### config.mk
export PLATFORM = sky130hd
export DESIGN_NAME = temp_sensor_reader
export DESIGN_NICKNAME = d
export VERILOG_FILES = /design/src/rtl/temp_sensor_pkg.sv /design/src/rtl/temp_spi_rx.sv /design/src/rtl/temp_sensor_reader.sv
export SDC_FILE = /design/constraint.sdc
export NUM_CORES = 1
export LEC_CHECK = 0
export ABC_AREA = 1
export CAP_MARGIN = 20
export CORE_ASPECT_RATIO = 1.25
export CORE_MARGIN = 2
export CORE_UTILIZATION = 30
export DETAILED_ROUTE_END_ITERATION = 10
export PLACE_DENSITY = 0.58
export SLEW_MARGIN = 0
export SYNTH_ARGS = -nofsm -noshare
export SYNTH_HDL_FRONTEND = slang
export SYNTH_SLANG_ARGS = --single-unit
### constraint.sdc
create_clock -name clk -period 2.3 [get_ports clk]
set_input_delay 0.345 -clock clk [delete_from_list [all_inputs] [get_ports clk]]
set_output_delay 0.345 -clock clk [all_outputs]
set_load 0.05 [all_outputs]
### src/rtl/temp_sensor_pkg.sv
// Shared types, frame constants and the raw-reading clamp for the
// temperature sensor reader.
package temp_sensor_pkg;

   typedef enum logic [1:0] {
      IDLE,
      SETUP,
      SHIFT,
      DONE
   } state_e;

   localparam int FRAME_BITS = 16;
   localparam int TEMP_MIN   = 0;
   localparam int TEMP_MAX   = 99;

   typedef struct packed {
      logic [7:0] temp;
      logic       oor;
   } reading_t;

   // Frame bits [15:7] carry a signed whole-degree value
   function automatic reading_t clamp_raw(
      input logic [FRAME_BITS-1:0] frame
   );
      logic signed [8:0] v;
      reading_t          r;
      v      = $signed(frame[FRAME_BITS-1:FRAME_BITS-9]);
      r.temp = v[7:0];
      r.oor  = 1'b0;
      if (int'(v) < TEMP_MIN) begin
         r.temp = 8'(TEMP_MIN);
         r.oor  = 1'b1;
      end else if (int'(v) > TEMP_MAX) begin
         r.temp = 8'(TEMP_MAX);
         r.oor  = 1'b1;
      end
      return r;
   endfunction

endpackage

### src/rtl/temp_spi_rx.sv
// Serial-clock generator and 16-bit MSB-first receive shifter.
// Half 0 is the setup phase; halves 1..32 alternate sclk low/high.
module temp_spi_rx
   import temp_sensor_pkg::*;
#(
   parameter int CLK_DIV = 4
) (
   input  logic                  clk,
   input  logic                  rst,
   input  logic                  en,
   input  logic                  miso,
   output logic                  sclk,
   output logic                  setup_done,
   output logic                  frame_done,
   output logic [FRAME_BITS-1:0] data
);

   localparam int DIV_W = $clog2(CLK_DIV);
   localparam logic [DIV_W-1:0] DIV_LAST = DIV_W'(CLK_DIV - 1);
   localparam logic [5:0] HALF_LAST = 6'(2 * FRAME_BITS);

   logic [DIV_W-1:0]      div_q, div_d;
   logic [5:0]            half_q, half_d;
   logic                  sclk_q, sclk_d;
   logic [FRAME_BITS-1:0] shreg_q, shreg_d;
   logic                  wrap;
   logic                  last;

   always_comb begin
      div_d   = div_q;
      half_d  = half_q;
      sclk_d  = sclk_q;
      shreg_d = shreg_q;
      wrap    = (div_q == DIV_LAST);
      last    = wrap && (half_q == HALF_LAST);
      if (!en || last) begin
         div_d  = '0;
         half_d = '0;
         sclk_d = 1'b0;
      end else if (wrap) begin
         div_d  = '0;
         half_d = half_q + 6'd1;
         // Leaving an odd (low) half means sclk rises now
         sclk_d = half_q[0];
         if (half_q[0]) begin
            shreg_d = {shreg_q[FRAME_BITS-2:0], miso};
         end
      end else begin
         div_d = div_q + DIV_W'(1);
      end
   end

   always_ff @(posedge clk or posedge rst) begin
      if (rst) begin
         div_q   <= '0;
         half_q  <= '0;
         sclk_q  <= 1'b0;
         shreg_q <= '0;
      end else begin
         div_q   <= div_d;
         half_q  <= half_d;
         sclk_q  <= sclk_d;
         shreg_q <= shreg_d;
      end
   end

   assign sclk       = sclk_q;
   assign data       = shreg_q;
   assign setup_done = en && wrap && (half_q == 6'd0);
   assign frame_done = en && last;

endmodule

### src/rtl/temp_sensor_reader.sv
// Periodic SPI temperature reader with clamp to 0..99.
// Define TEMP_AVG_EN to output the mean of the last 4 readings.
module temp_sensor_reader
   import temp_sensor_pkg::*;
#(
   parameter int CLK_DIV       = 4,
   parameter int SAMPLE_PERIOD = 1000
) (
   input  logic       clk,
   input  logic       rst,
   input  logic       miso,
   output logic       cs_n,
   output logic       sclk,
   output logic [7:0] temperature,
   output logic       temp_valid,
   output logic       out_of_range,
   output logic       busy
);

   localparam int CNT_W = $clog2(SAMPLE_PERIOD);
   localparam logic [CNT_W-1:0] CNT_LAST = CNT_W'(SAMPLE_PERIOD - 1);

   state_e                state_q, state_d;
   logic [CNT_W-1:0]      cnt_q, cnt_d;
   logic [7:0]            temp_q, temp_d;
   logic                  oor_q, oor_d;
   logic                  valid_q, valid_d;
   logic                  en;
   logic                  setup_done;
   logic                  frame_done;
   logic [FRAME_BITS-1:0] rx_data;
   reading_t              rd;
`ifdef TEMP_AVG_EN
   logic [3:0][7:0]       hist_q, hist_d;
   logic                  filled_q, filled_d;
   logic [8:0]            sum;
`endif

   assign en = (state_q == SETUP) || (state_q == SHIFT);

   temp_spi_rx #(
      .CLK_DIV(CLK_DIV)
   ) u_rx (
      .clk        (clk),
      .rst        (rst),
      .en         (en),
      .miso       (miso),
      .sclk       (sclk),
      .setup_done (setup_done),
      .frame_done (frame_done),
      .data       (rx_data)
   );

   always_comb begin
      cnt_d   = (cnt_q == CNT_LAST) ? '0 : cnt_q + CNT_W'(1);
      state_d = state_q;
      temp_d  = temp_q;
      oor_d   = oor_q;
      valid_d = 1'b0;
      rd      = clamp_raw(rx_data);
`ifdef TEMP_AVG_EN
      hist_d   = hist_q;
      filled_d = filled_q;
      sum      = '0;
`endif
      unique case (state_q)
         IDLE: if (cnt_q == CNT_LAST) state_d = SETUP;
         SETUP: if (setup_done) state_d = SHIFT;
         SHIFT: if (frame_done) state_d = DONE;
         DONE: begin
            state_d = IDLE;
            valid_d = 1'b1;
            oor_d   = rd.oor;
`ifdef TEMP_AVG_EN
            // First reading after reset seeds the whole history
            hist_d   = filled_q ? {hist_q[2:0], rd.temp}
                                : {4{rd.temp}};
            filled_d = 1'b1;
            sum      = 9'(hist_d[0]) + 9'(hist_d[1])
                     + 9'(hist_d[2]) + 9'(hist_d[3]);
            temp_d   = 8'(sum >> 2);
`else
            temp_d   = rd.temp;
`endif
         end
         default: state_d = IDLE;
      endcase
   end

   always_ff @(posedge clk or posedge rst) begin
      if (rst) begin
         state_q <= IDLE;
         cnt_q   <= '0;
         temp_q  <= '0;
         oor_q   <= 1'b0;
         valid_q <= 1'b0;
      end else begin
         state_q <= state_d;
         cnt_q   <= cnt_d;
         temp_q  <= temp_d;
         oor_q   <= oor_d;
         valid_q <= valid_d;
      end
   end

`ifdef TEMP_AVG_EN
   always_ff @(posedge clk or posedge rst) begin
      if (rst) begin
         hist_q   <= '0;
         filled_q <= 1'b0;
      end else begin
         hist_q   <= hist_d;
         filled_q <= filled_d;
      end
   end
`endif

   assign cs_n         = !en;
   assign busy         = en;
   assign temperature  = temp_q;
   assign out_of_range = oor_q;
   assign temp_valid   = valid_q;

endmodule
==> results.yml <==
sta:
  hold_viol_final: 0
  fmax_ghz: 0.5441
  layout_min_cycle_time_ns: 1.838
  slew_headroom_pct: 66.79
  setup_violations: 0
  finClkSkew_ns: 0.005949
  rsz0062_at_grt: "false"
  worst_pin_slew_ns: 0.4967
  setup-tns-final_ns: 0
  drv_slew: 0
  period_share_pct: 79.91
critical_path:
  cp_cell_sequence: "inv_1 > ha_1 > inv_1 > buf_4"
  cp.buffers_inverters: 3
  path_delay_family: "buffers and inverters"
  crit_fanout: 5
  start_kind: "flip-flop"
  worstSetupPathType: "reg2out"
  crit_path_frequent_cell: "inv_1"
  crit_cells: 4
  critPathSlowestCell: "dfrtp_1"
  cp_slowest_stage_delay_ns: 0.40
  crit_required_ns: 1.96
  r2r_cells: 7
  cp.arrival_ns: 1.49
  endpoint_kind: "output pin"
clock_tree:
  clk_latency_ns: 0.29
  cts_tree: "done"
  cts-buffers-inserted: 5
  cts.sink_count: 47
  cts-resized-gates: 0
  cts_max_level: 2
  clock_path_buffers: 2
  ctsRootBufferMaster: "clkbuf_8"
  hold_buffers: 0
  clk_pin_slew_ns: 0.08
  post_cts_buffers: 0
finish:
  nFillCells: 726
  fin_area_sq_mm: 0.002485
  n_antenna_cell: 0
  drive_gt1_share_pct: 12.84
  utilization_pct: 35.62
  finalNetCount: 269
  area_growth_pct: 14.33
job:
  drv_cap: 0
logic_synthesis:
  ys_warn_count: 0
  syn-num-nets: 250
  syn_area_sq_mm: 0.002173
  synth_adder_area_share_pct: 5.181
  netlist.area_leader.share_pct: 54.12
  async_flop_share_pct: 100.0
  syn_avg_cell_area_sq_um: 9.132
  yosys.area_share.simple_pct: 22.51
  yosys-top-cells-count: "nand2_1, dfrtp_1, inv_1"
  synth_edf_count: 0
  postSynthCellCount: 238
  ys.flop_type: "dfrtp_1"
  yosys-top-cells-area: "dfrtp_1, nand2_1, inv_1"
  yosysTopAreaCell: "dfrtp_1"
  synth_compound_area_share_pct: 8.233
  synth.distinct_cells: 25
  synth_seq_cells: 47
  synth_top_family_by_area: "simple AND/OR/NAND/NOR gates"
  synth_xor_area_share_pct: 2.015
  yosysMostFrequentCell: "nand2_1"
  synthMuxAreaShare_pct: 0
  ys_seq_area_share_pct: 54.12
outcome:
  status: "completed"
routing:
  postRouteWirelength_microns: 3460
  vias_per_cell: 4.337
  ant_nets: 0
  routedWlPerCell_microns: 9.971
  dr.pass1.iters: 4
  routed-via-count: 1505
  drcViolationCount: 0
  drtIter0Drc: 81
die:
  rows: 34
  die-area_sq_mm: 0.007946
  core_sq_mm: 0.006977
  ios: 16
  start_util_pct: 31.15
  dieWidth_microns: 80.13
  fp.dieH_microns: 99.16
grt:
  antenna_found_initial: 0
  grt.total_usage_pct: 9.994
  grt_pass1_vias: 1431
  grt-ovfl-total: 0
  grt_max_degree: 48
  grt_pass1_wl_microns: 6348
hold_path:
  hold_path_class: "in2async"
placement:
  port_buffers: 15
  hpwlAfterDp_microns: 2497
  post_dp_cell_area_sq_mm: 0.002402
  gp_congestion: 0.7614
power:
  vdd_ir_drop_max_mv: 0.2053
  power_frac_seq_pct: 62.4
  clockPowerShare_pct: 35.7
  power.leakage_nw: 1.203
  power.density_mw_per_mm2: 533.1
  intPower_mw: 1.042
  combinationalPowerShare_pct: 1.9
  p_sw_share_pct: 21.37
  p_sw_uw: 283.1
[power groups by stage]
stage	Sequential [mW]	Clock (mW)	Combinational [mW]
floorplan	0.843	0	0.0134
global placement	0.843	0	0.0263
detailed placement	0.843	0	0.0266
CTS	0.827	0.503	0.0269
global route	0.827	0.541	0.0293
finish	0.827	0.474	0.0247
[state kept, by name, indices dropped and copies added, names as in the netlist]
register / count
u_rx.div_q: 2
u_rx.data: 16
cnt_q: 10
out_of_range: 1
temp_valid: 1
u_rx.sclk: 1
u_rx.half_q: 6
state_q: 2
temperature: 8
[layer usage]
| metal | global-route usage [%] | wire (microns) | vias to the layer above |
|---|---|---|---|
| met1 | 12.95 | 1600 | 707 |
| li1 | - | - | 774 |
| met3 | 2.450 | 99 | 5 |
| met2 | 16.22 | 1703 | 19 |
| met4 | 3.520 | 57 | 0 |
| met5 | 0 | 0 | - |
[metrics by stage]
| step | hold slack, ns | instances | power (mW) | setup WS [ns] |
|---|---|---|---|---|
| 2_1_floorplan | 0.4075 | 238 | 0.8564 | 0.1100 |
| 3_3_place_gp | 0.4213 | 340 | 0.8694 | 0.5724 |
| 3_5_place_dp | 0.4306 | 340 | 0.8697 | 0.5328 |
| 4_1_cts | 0.3999 | 347 | 1.357 | 0.4385 |
| 5_1_grt | 0.4074 | 347 | 1.397 | 0.3572 |
| 6_report | 0.3854 | 347 | 1.325 | 0.4621 |
[cell usage in the layout (no fill, tap or decap), types with 2 or more instances in the layout]
cell	synthesis	layout
nand2_1	55	55
nor3_1	6	6
a21oi_2	7	7
a21oi_1	4	4
nor2_2	6	6
o21ai_1	5	5
nand4_1	2	2
dfrtp_1	47	47
clkbuf_8	0	5
o21ai_0	8	8
buf_4	0	2
ha_1	9	9
clkdlybuf4s50_1	0	13
nor2_1	28	28
or2_2	2	2
o21ai_2	3	3
nand3_1	8	8
inv_1	33	32
xor2_1	4	4
[area by class of cell]
cell class	count	area (sq um)	share of cell area [%]
Sequential cell	47	1176	47.33
Inverter	33	123.9	4.985
Clock inverter	2	13.76	0.5539
Clock buffer	5	68.82	2.769
Tap cell	90	112.6	4.532
Multi-Input combinational cell	154	824.5	33.18
Timing Repair Buffer	16	165.2	6.647
[worst min-delay path, delay by kind of cell]
family                 cells  cell delay, ns
buffers and inverters      3            0.71
[logic make-up after synthesis]
family                     count (synthesis)
buffers and inverters                     37
xor gates and xnor gates                   5
and+or+nand+nor                          112
DFF                                       47
adders and majority gates                  9
AOI/OAI and AO/OA                         28
[worst paths after layout]
kind,startpoint,end,slack (ns)
setup / recovery,state_q[0],cs_n,0.46
hold reg to reg,u_rx.div_q[0],u_rx.div_q[0],0.44
max in group asynchronous,rst,u_rx.half_q[3],1.69
setup reg to reg,state_q[0],u_rx.data[13],0.52
min in group clk,u_rx.div_q[0],u_rx.div_q[0],0.44
hold / removal,rst,cnt_q[7],0.39
(Power assumes the default switching activity.)
